### src/rtl/ring_decoder.sv
// ring_decoder
// Decodes a one-hot code from a right-rotating ring counter into a binary
// index, and tracks whether the counter is rotating correctly. After LOCK_N
// consecutive correct steps the decoder locks. While locked, any stall,
// skip or malformed code raises a one-cycle err pulse and drops back to
// searching. All outputs are registered, so a sample taken on one clock
// edge shows up on the outputs right after that edge.

module ring_decoder #(
    parameter int WIDTH  = 4,
    parameter int LOCK_N = 2,
    localparam int IDXW  = ($clog2(WIDTH) < 1) ? 1 : $clog2(WIDTH)
) (
    input  logic              clk,
    input  logic              rst_n,
    input  logic              en,
    input  logic [WIDTH-1:0]  ring_in,
    output logic [IDXW-1:0]   idx,
    output logic              valid,
    output logic              locked,
    output logic              err,
    output logic              wrap,
    output logic [7:0]        err_cnt
);

    typedef enum logic {
        SEARCH = 1'b0,
        LOCKED = 1'b1
    } state_t;

    state_t            state;
    state_t            state_nxt;

    logic [3:0]        mcnt;
    logic [3:0]        mcnt_nxt;
    logic [3:0]        mcnt_inc;

    logic [IDXW-1:0]   idx_nxt;
    logic              valid_nxt;
    logic              err_nxt;
    logic              wrap_nxt;
    logic [7:0]        err_cnt_nxt;
    logic [7:0]        err_cnt_sat;

    logic [4:0]        ones;
    logic [IDXW-1:0]   code_pos;
    logic              code_legal;
    logic [IDXW-1:0]   succ;
    logic              is_succ;

    // Count the set bits of the sample and note where the (highest) one sits.
    always_comb begin
        ones     = '0;
        code_pos = '0;
        for (int i = 0; i < WIDTH; i++) begin
            if (ring_in[i]) begin
                ones     = ones + 5'd1;
                code_pos = IDXW'(i);
            end
        end
    end

    assign code_legal = (ones == 5'd1);

    // The counter rotates right, so the next index is one lower, with 0
    // wrapping back to the top bit.
    assign succ    = (idx == '0) ? IDXW'(WIDTH - 1) : (idx - IDXW'(1));
    assign is_succ = code_legal && (code_pos == succ);

    assign mcnt_inc    = mcnt + 4'd1;
    assign err_cnt_sat = (err_cnt == 8'hFF) ? err_cnt : (err_cnt + 8'd1);

    assign locked = (state == LOCKED);

    // Next-state and next-output logic; pulses default low and everything
    // else holds, so en=0 freezes the decoder.
    always_comb begin
        state_nxt   = state;
        mcnt_nxt    = mcnt;
        idx_nxt     = idx;
        valid_nxt   = valid;
        err_nxt     = 1'b0;
        wrap_nxt    = 1'b0;
        err_cnt_nxt = err_cnt;

        if (en) begin
            case (state)
                SEARCH: begin
                    if (!code_legal) begin
                        valid_nxt = 1'b0;
                        mcnt_nxt  = '0;
                    end else begin
                        idx_nxt   = code_pos;
                        valid_nxt = 1'b1;
                        if (valid && is_succ) begin
                            if (mcnt_inc == 4'(LOCK_N)) begin
                                state_nxt = LOCKED;
                                mcnt_nxt  = '0;
                            end else begin
                                mcnt_nxt  = mcnt_inc;
                            end
                        end else begin
                            mcnt_nxt = '0;
                        end
                    end
                end

                LOCKED: begin
                    if (is_succ) begin
                        idx_nxt   = code_pos;
                        valid_nxt = 1'b1;
                        wrap_nxt  = (idx == '0);
                    end else begin
                        err_nxt     = 1'b1;
                        err_cnt_nxt = err_cnt_sat;
                        state_nxt   = SEARCH;
                        mcnt_nxt    = '0;
                        if (code_legal) begin
                            idx_nxt   = code_pos;
                            valid_nxt = 1'b1;
                        end else begin
                            valid_nxt = 1'b0;
                        end
                    end
                end

                default: begin
                    state_nxt = SEARCH;
                    mcnt_nxt  = '0;
                end
            endcase
        end
    end

    // State and output registers; reset wipes all rotation history.
    always_ff @(posedge clk or negedge rst_n) begin
        if (!rst_n) begin
            state   <= SEARCH;
            mcnt    <= '0;
            idx     <= '0;
            valid   <= 1'b0;
            err     <= 1'b0;
            wrap    <= 1'b0;
            err_cnt <= '0;
        end else begin
            state   <= state_nxt;
            mcnt    <= mcnt_nxt;
            idx     <= idx_nxt;
            valid   <= valid_nxt;
            err     <= err_nxt;
            wrap    <= wrap_nxt;
            err_cnt <= err_cnt_nxt;
        end
    end

endmodule

### config.mk
export PLATFORM = sky130hd
export DESIGN_NAME = ring_decoder
export DESIGN_NICKNAME = d
export VERILOG_FILES = /design/src/rtl/ring_decoder.sv
export SDC_FILE = /design/constraint.sdc
export NUM_CORES = 1
export LEC_CHECK = 0
export CAP_MARGIN = 5
export CORE_AREA = 3 3 49 51
export DETAILED_ROUTE_END_ITERATION = 12
export DIE_AREA = 0 0 52 54
export PLACE_DENSITY = 0.81
export SETUP_SLACK_MARGIN = 0.4
export SLEW_MARGIN = 25
export SYNTH_ARGS = -nofsm -noshare
export SYNTH_HDL_FRONTEND = slang
export SYNTH_SLANG_ARGS = --single-unit
### constraint.sdc
create_clock -name clk -period 4.2 [get_ports clk]
set_input_delay 0.84 -clock clk [delete_from_list [all_inputs] [get_ports clk]]
set_output_delay 0.84 -clock clk [all_outputs]
set_load 0.02 [all_outputs]
==> reports/qor.csv, run 1 <==
metric;value;unit
crit_arrival;3.60;ns
synthMuxAreaShare;3.899;%
clock_sinks;18;
grt_pass1_wl;3933;um
hpwl;1817;um
ys.flop_type;dfrtp_1;
clock.fmax;295.5;MHz
rsz0062_at_grt;false;
antenna_found_initial;0;
dr_total_vias;871;
startpoint_type;input port;
synth_compound_area_share;12.96;%
p_comb_share;33.0;%
cap_violations;0;
p_int;0.3074;mW
synthSimpleGateAreaFrac;20.99;%
p_total;0.4587;mW
grt_usage;19.53;%
clockBufferDepth;2;
synth-xor-area-share;8.028;%
htreeDepth;1;
first_iter_violations;8;
swShare;32.98;%
nNetsFinal;148;
skew;0.002824;ns
cts_tree;yes;
post-cts-setup-buffer-count;0;
cts_buffers;3;
synth-edff-count;0;
grt_max_degree;19;
crit_type;input port to flop;
syn_avg_cell_area;9.829;um2
via_per_inst;5.444;
rows;16;
clk_pin_slew;0.10;ns
cp_top_family;simple AND/OR/NAND/NOR gates;
power_frac_seq;44.0;%
drt-pass1-iter-count;4;
drv_slew;0;
slowest_delay;0.52;ns
fp.dieH;54;um
synth_top_family_by_area;simple AND/OR/NAND/NOR gates;
gp_congestion;0.7748;
p_leak;0.5772;nW
crit_path_end_kind;flop;
finalHoldViolations;0;
syn-num-nets;125;
path_buf_inv;2;
clockPowerShare;23.1;%
p_sw;0.1513;mW
n_antenna_cell;0;
fin_tns_setup;0;ns
ir_worst_vdd;0.2403;mV
finalWirelength;2357;um
worstPathMaxFanout;10;
wl_per_cell;14.73;um
status;completed;
holdCritPathClass;flop to flop;
fin_crit_sh;80.56;%
die_w;52;um
final_antenna_net_count;0;
areaGrowthSynthToFinish;23.39;%
slowest_stage;clkdlybuf4s50_1;
drive_above_1_share;6.767;%
grt_overflow;0;
first_global_vias;913;
dp_cells;156;
layout_min_cycle_time;3.384;ns
required;4.42;ns
crit_top_cell;ha_1;
cts_hold_buf;0;
setup_violations;0;
portBuffers;20;
slew_headroom;47.28;%
clk_latency;0.29;ns
yosysWarnings;0;
floorplan.initialDensity;55.05;%
max_slew.worst_pin.slew;0.7883;ns
fp.dieArea;0.002808;mm2
syn_inst;111;
ys_ff_latch;18;
path_cells;clkdlybuf4s50_1 > inv_1 > ha_1 > xor2_1 > ha_1 > nand3b_1 > o311a_4 > nor3_4 > nand2_4 > or3_1 > o22ai_1;
async_reset_ff_share;100.0;%
synthDistinctLibCells;35;
pin_count;21;
syn_area;0.001091;mm2
synth_fa_ha_area_share;8.028;%
yosysSeqAreaShare;41.28;%
root_buffer;clkbuf_4;
stdcell_count;160;
drc_errors;0;
coreArea;0.001982;mm2
cts-resized-gates;0;
p_per_area;340.7;mW/mm2
==> power by group through the flow <==
stage	logic, mW	registers (mW)	clock network (mW)
floorplan	0.0831	0.219	0
global placement	0.147	0.204	0
detailed placement	0.153	0.205	0
CTS	0.153	0.202	0.109
global route	0.169	0.205	0.118
finish	0.151	0.202	0.106
==> final cells by class <==
class	instances	area, um2
fill	159	635.6
sequential	18	450.4
tap	27	33.78
clock buffer	4	36.28
multi-input combinational	81	588.1
inverter	10	37.54
timing repair buffer	20	200.2
==> Yosys cell counts, drive strengths merged, types with 2 or more instances <==
library cell / instances / area share, %
a21oi: 4 / 2.2
nand3: 8 / 3.7
a31oi: 4 / 2.3
nor2b: 2 / 1.1
o2bb2ai: 2 / 1.6
inv: 10 / 3.4
xor2: 3 / 2.4
mux2: 2 / 2.1
nor3: 3 / 2.4
xnor2: 7 / 5.6
nand2: 11 / 4.5
nand4: 3 / 1.7
nor2: 5 / 1.7
ha: 7 / 8.0
dfrtp: 18 / 41
o21ai: 4 / 1.8
mux2i: 2 / 1.8
nor3b: 3 / 2.1
==> per-layer routing <==
metal | GRT usage, % | routed length (um) | vias up
li1 | - | - | 443
met1 | 22.11 | 1051 | 414
met2 | 34.73 | 1220 | 12
met3 | 3.047 | 61 | 2
met4 | 11.35 | 23 | 0
met5 | 0 | 0 | -
==> state kept, by name, indices dropped and copies added (netlist names) <==
| name | flops |
|---|---|
| valid | 1 |
| idx | 2 |
| err_cnt | 8 |
| err | 1 |
| wrap | 1 |
| mcnt | 4 |
| locked | 1 |
==> kinds of logic (layout without fill, tap and decap cells) <==
kind of cell / after synthesis / count (layout)
mux: 4 / 4
flops: 18 / 18
simple gates: 41 / 41
xor+xnor: 10 / 10
buf+inv: 12 / 34
fa+ha+maj: 7 / 7
compound gates: 19 / 19
==> worst reg2reg max path: stages (launching register included) <==
cell and delay [ns]:
dfrtp_1 0.40, inv_1 0.06, ha_1 0.20, nand2b_1 0.18, nor4b_1 0.28, a311o_1 0.31
nand2_4 0.13, or3_1 0.40, o22ai_1 0.13
==> placed cells by master, fill, tap and decap left out, drive strengths merged, types with 3 or more instances in the layout <==
cell type      instances
nand3                  8
clkdlybuf4s50         20
clkbuf                 4
nor3                   3
inv                   10
nand2                 11
nor3b                  3
nand4                  3
a21oi                  4
ha                     7
xor2                   3
a31oi                  4
xnor2                  7
dfrtp                 18
nor2                   5
o21ai                  4
==> through the flow <==
stage	area (um2)	hold slack, ns	util (%)	worst slack (ns)
2_1_floorplan	1091	0.5214	-	1.265
5_1_grt	1346	0.5508	67.93	0.6136
6_report	1346	0.5165	67.93	0.8164
4_1_cts	1346	0.5255	67.93	0.7985
3_5_place_dp	1310	0.4989	66.10	0.4869
3_3_place_gp	1310	0.4817	66.10	0.6189
==> worst paths after layout <==
kind	start	to	slack (ns)	depth (start not counted)
setup / recovery	ring_in[1]	mcnt[1]	0.82	11
hold / removal	idx[1]	idx[1]	0.52	2
setup reg to reg	idx[0]	mcnt[1]	2.02	8
hold reg to reg	idx[1]	idx[1]	0.52	2
max in group asynchronous	rst_n	err_cnt[7]	2.71	1
min in group asynchronous	rst_n	mcnt[0]	1.00	1
No activity file was read; power rests on OpenSTA's default activity.
==> inputs of run 2 (changes only) <==
--- a/config.mk
+++ b/config.mk
@@ -6,10 +6,10 @@
 export NUM_CORES = 1
 export LEC_CHECK = 0
 export CAP_MARGIN = 5
-export CORE_AREA = 3 3 49 51
+export CORE_AREA = 3 3 54 56
 export DETAILED_ROUTE_END_ITERATION = 12
-export DIE_AREA = 0 0 52 54
-export PLACE_DENSITY = 0.81
+export DIE_AREA = 0 0 57 59
+export PLACE_DENSITY = 0.7
 export SETUP_SLACK_MARGIN = 0.4
 export SLEW_MARGIN = 25
 export SYNTH_ARGS = -nofsm -noshare
==> constraint.sdc (replaced) <==
create_clock -name clk -period 2.87 [get_ports clk]
set_input_delay 0.574 -clock clk [delete_from_list [all_inputs] [get_ports clk]]
set_output_delay 0.574 -clock clk [all_outputs]
set_load 0.02 [all_outputs]
==> reports/qor.csv, run 2 (synthesis results as in run 1) <==
metric;value;unit
floorplan.initialDensity;44.04;%
finalHoldViolations;0;
clock_sinks;18;
holdCritPathClass;flop to flop;
drt-pass1-iter-count;4;
first_iter_violations;22;
largest_register_ffs;8;
fin_crit_sh;80.77;%
top_regs;err_cnt (8), mcnt (4), idx (2);
coreArea;0.002477;mm2
startpoint_type;input port;
layout_commonest_cell;dfrtp_1;
setup_ws;0.5519;ns
portBuffers;20;
max_slew.worst_pin.slew;0.7852;ns
fp.dieH;59;um
rows;18;
gp_congestion;0.8148;
drive_above_1_share;20.28;%
seqCellArea;450.4;um2
die_w;57;um
status;completed;
layout_min_cycle_time;2.318;ns
n_antenna_cell;0;
slowest_stage;ha_1;
clock.fmax;431.4;MHz
pin_count;21;
slew_headroom;47.49;%
swShare;32.15;%
path_cells;clkbuf_2 > buf_4 > ha_1 > inv_1 > mux2i_1 > ha_1 > nor3b_2 > a311oi_2 > nor3_4 > a21oi_2 > nand2_2 > mux2_4;
drv_slew;0;
clockPowerShare;21.7;%
rsz0062_at_grt;false;
pre_cts_ws;-0.1783;ns
first_global_vias;983;
nNetsFinal;158;
hpwl;1734;um
multiInputGateArea;623.1;um2
crit_top_cell;ha_1;
htreeDepth;1;
power_frac_seq;43.1;%
dp_cells;167;
p_int;0.4651;mW
layout_common_cells;18 x dfrtp_1, 17 x clkdlybuf4s50_1, 10 x buf_4, 9 x nand2_1, 8 x inv_1;
required;3.05;ns
cts_buffers;3;
worstPathMaxFanout;4;
final_antenna_net_count;0;
clk_latency;0.29;ns
via_per_inst;5.318;
setup_violations;0;
finalWirelength;2277;um
fin_tns_setup;0;ns
largest_register;err_cnt;
p_total;0.6854;mW
drc_errors;0;
p_per_area;473.1;mW/mm2
p_sw;0.2204;mW
root_buffer;clkbuf_4;
antenna_found_initial;0;
grt_pass1_wl;4008;um
clk_pin_slew;0.09;ns
cts_tree;yes;
crit_arrival;2.49;ns
areaGrowthSynthToFinish;32.80;%
cap_violations;0;
skew;0.003636;ns
wl_per_cell;13.16;um
slowest_delay;0.32;ns
grt_max_degree;19;
p_comb_share;35.1;%
p_leak;0.6308;nW
clockBufferDepth;2;
ir_worst_vdd;0.5313;mV
stdcell_count;173;
num-fill-cells;228;
crit_type;input port to flop;
grt_usage;15.16;%
dr_total_vias;920;
grt_overflow;0;
fp.dieArea;0.003363;mm2
crit_path_end_kind;flop;
holdWs;0.5060;ns
==> run 2: cell types whose count changed in the layout (fill, tap and decap cells not counted), sizes merged <==
cell / previous run / this run
dlygate4sd2: 0 / 1
buf: 0 / 10
clkbuf: 4 / 6
clkdlybuf4s50: 20 / 17
==> run 2: metal layers <==
layer	wire length (um)	global-route usage, %	share of wire (%)
met4	13	4.967	0.57
met1	1092	18.61	48
met5	0	0	0
met2	1060	25.12	47
met3	110	5.229	4.8
==> run 2: final cells by class <==
class	instances	share of cell area [%]
Clock buffer	4	2.504
Multi-Input combinational cell	81	43.01
Inverter	10	2.591
Tap cell	30	2.591
Timing Repair Buffer	30	18.22
Sequential cell	18	31.09
==> run 2: power groups by stage <==
stage	registers [mW]	logic, mW	clock network (mW)
final	0.296	0.241	0.149
after global routing	0.299	0.265	0.170
after detailed placement	0.301	0.238	0
after CTS	0.296	0.243	0.159
after floorplan	0.320	0.128	0
after global placement	0.299	0.233	0
==> run 2: path summary, 6_finish.rpt <==
| check | from | end | slack, ns | depth (start not counted) |
|---|---|---|---|---|
| max in group asynchronous | rst_n | err_cnt[2] | 1.64 | 1 |
| min in group asynchronous | rst_n | mcnt[1] | 0.74 | 1 |
| worst min-delay path | err_cnt[5] | err_cnt[5] | 0.51 | 1 |
| worst min register to register | err_cnt[5] | err_cnt[5] | 0.51 | 1 |
| worst max-delay path | ring_in[1] | err_cnt[1] | 0.55 | 12 |
| worst max register to register | idx[0] | err_cnt[1] | 0.78 | 8 |
==> run 2: what timing repair did <==
action | in CTS | in global routing
gates resized for setup | 6 | 3
hold endpoints to repair | 0 | 0
hold buffers | 0 | 0
pin swaps | 4 | 7
setup endpoints to repair | 17 | 10
setup buffers | 1 | 1
==> run 2: through the flow <==
step	cell area (um2)	utilization [%]
2_1_floorplan	1119	-
3_3_place_gp	1401	56.57
3_5_place_dp	1401	56.57
4_1_cts	1446	58.38
5_1_grt	1449	58.48
6_report	1449	58.48
==> run 2: worst max-delay path: cells and delay by family <==
family	cells	cell delay [ns]
AOI/OAI and AO/OA	2	0.19
adders and majority gates	2	0.51
buffers and inverters	3	0.27
muxes	2	0.37
and+or+nand+nor	3	0.57
==> inputs of run 3 (changes only) <==
--- a/config.mk
+++ b/config.mk
@@ -6,10 +6,10 @@
 export NUM_CORES = 1
 export LEC_CHECK = 0
 export CAP_MARGIN = 5
-export CORE_AREA = 3 3 54 56
+export CORE_AREA = 3 3 51 53
 export DETAILED_ROUTE_END_ITERATION = 12
-export DIE_AREA = 0 0 57 59
-export PLACE_DENSITY = 0.7
+export DIE_AREA = 0 0 54 56
+export PLACE_DENSITY = 0.75
 export SETUP_SLACK_MARGIN = 0.4
 export SLEW_MARGIN = 25
 export SYNTH_ARGS = -nofsm -noshare
==> constraint.sdc (replaced) <==
create_clock -name clk -period 2.2 [get_ports clk]
set_input_delay 0.44 -clock clk [delete_from_list [all_inputs] [get_ports clk]]
set_output_delay 0.44 -clock clk [all_outputs]
set_load 0.02 [all_outputs]
==> reports/qor.csv, run 3 (synthesis results as in run 1) <==
metric;value;unit
grt_overflow;0;
slew_headroom;71.08;%
cp_top_family;simple AND/OR/NAND/NOR gates;
finalCoreUtilization;76.36;%
rsz0062_at_grt;true;
clockPowerShare;21.3;%
drt-pass1-iter-count;3;
p_total;0.9733;mW
r2r_cells;10;
p_int;0.6424;mW
startpoint_type;input port;
worstPathMaxFanout;3;
clk_pin_slew;0.11;ns
r2r_end;err_cnt[0];
skew;0.002118;ns
antenna_found_initial;0;
required;2.39;ns
drv_slew;0;
portBuffers;20;
clk_latency;0.29;ns
drive_above_1_share;33.77;%
drc_errors;0;
layout_common_cells;18 x dfrtp_1, 15 x buf_4, 9 x dlymetal6s2s_1, 8 x inv_1, 8 x nand2_1;
fin_tns_setup;-0.03035;ns
stdcell_count;179;
grt_max_degree;19;
fp.dieH;56;um
violations;negative setup slack;
gp_congestion;0.8275;
fin_crit_sh;100.5;%
power_frac_seq;40.2;%
crit_path_end_kind;flop;
crit_cells;12;
crit_start;ring_in[1];
pre_cts_ws;-0.8322;ns
holdWs;0.4717;ns
path_buf_inv;3;
pin_count;21;
largest_register;err_cnt;
fp.dieArea;0.003024;mm2
first_iter_violations;17;
areaGrowthSynthToFinish;53.33;%
htreeDepth;1;
r2r-start;idx[0];
via_per_inst;5.413;
max_slew.worst_pin.slew;0.4324;ns
p_comb_share;38.5;%
crit_top_cell;buf_6;
layout_min_cycle_time;2.211;ns
cts_tree;yes;
finalHoldViolations;0;
holdCritPathClass;input port to async pin;
setup_ws;-0.01071;ns
final_antenna_net_count;0;
wl_per_cell;15.12;um
fin_area;0.001673;mm2
clockBufferDepth;2;
coreArea;0.002191;mm2
p_sw;0.3309;mW
swShare;34.00;%
largest_register_ffs;8;
crit_arrival;2.40;ns
status;complete, but fails checks;
root_buffer;clkbuf_4;
dr_total_vias;969;
n_antenna_cell;0;
p_leak;0.8917;nW
path_cells;buf_6 > buf_6 > inv_12 > ha_4 > xor2_1 > ha_1 > nor3b_2 > a311oi_2 > nor3_4 > a21oi_2 > nand2_2 > mux2_4;
cts_hold_buf;0;
finalWirelength;2707;um
crit_type;input port to flop;
grt_usage;18.66;%
floorplan.initialDensity;49.80;%
ir_worst_vdd;0.6804;mV
cap_violations;0;
p_per_area;581.8;mW/mm2
slowest_stage;mux2_4;
nNetsFinal;166;
grt_pass1_wl;4284;um
setup_violations;5;
postPlaceCellArea;0.001453;mm2
rows;17;
first_global_vias;998;
r2r_setup_slack;0.07;ns
layout_commonest_cell;dfrtp_1;
dp_cells;169;
clock_sinks;18;
clock.fmax;452.3;MHz
slowest_delay;0.32;ns
die_w;54;um
hpwl;1893;um
top_regs;err_cnt (8), mcnt (4), idx (2);
cts_buffers;3;
-- run 3: worst max path at each step --
stage | slack, ns | endpoint
after global placement | -0.75 | err_cnt[1]
after floorplan | -0.1 | err_cnt[1]
after detailed placement | -0.83 | err_cnt[1]
after global routing | -0.11 | mcnt[0]
final | -0.01 | err_cnt[1]
after CTS | -0.12 | err_cnt[1]
-- run 3: cell type report --
cell class                 instances  area (um2)
clock buffer                       4       36.28
fill                             142       518.0
inverter                          10       57.56
multi-input combinational         81       732.0
sequential                        18       450.4
tap                               28       35.03
timing repair buffer              38       361.6
-- run 3: repair_timing --
item                                    CTS  global route
gates resized for setup                  16            26
pin swaps                                10             6
endpoints found under the setup margin   19            25
buffers inserted                          3             3
-- run 3: power by group through the flow --
stage	clock network [mW]	registers [mW]	logic (mW)
2_1_floorplan	0	0.418	0.171
3_3_place_gp	0	0.389	0.327
3_5_place_dp	0	0.391	0.337
4_1_cts	0.210	0.387	0.344
5_1_grt	0.226	0.397	0.407
6_report	0.207	0.391	0.375
-- run 3: metal layers --
layer / track usage, % / wire, um
met1: 25.25 / 1205
met3: 4.290 / 76
met2: 29.24 / 1391
met4: 5.338 / 33
met5: 0 / 0
-- run 3: worst register-to-register path: stages (launching register included) --
cell	delay, ns
dfrtp_1	0.44
inv_1	0.07
ha_1	0.24
nand2b_4	0.17
nor3b_1	0.14
a311o_1	0.31
a21oi_2	0.19
nand2_2	0.08
buf_4	0.15
buf_6	0.11
xnor2_2	0.12
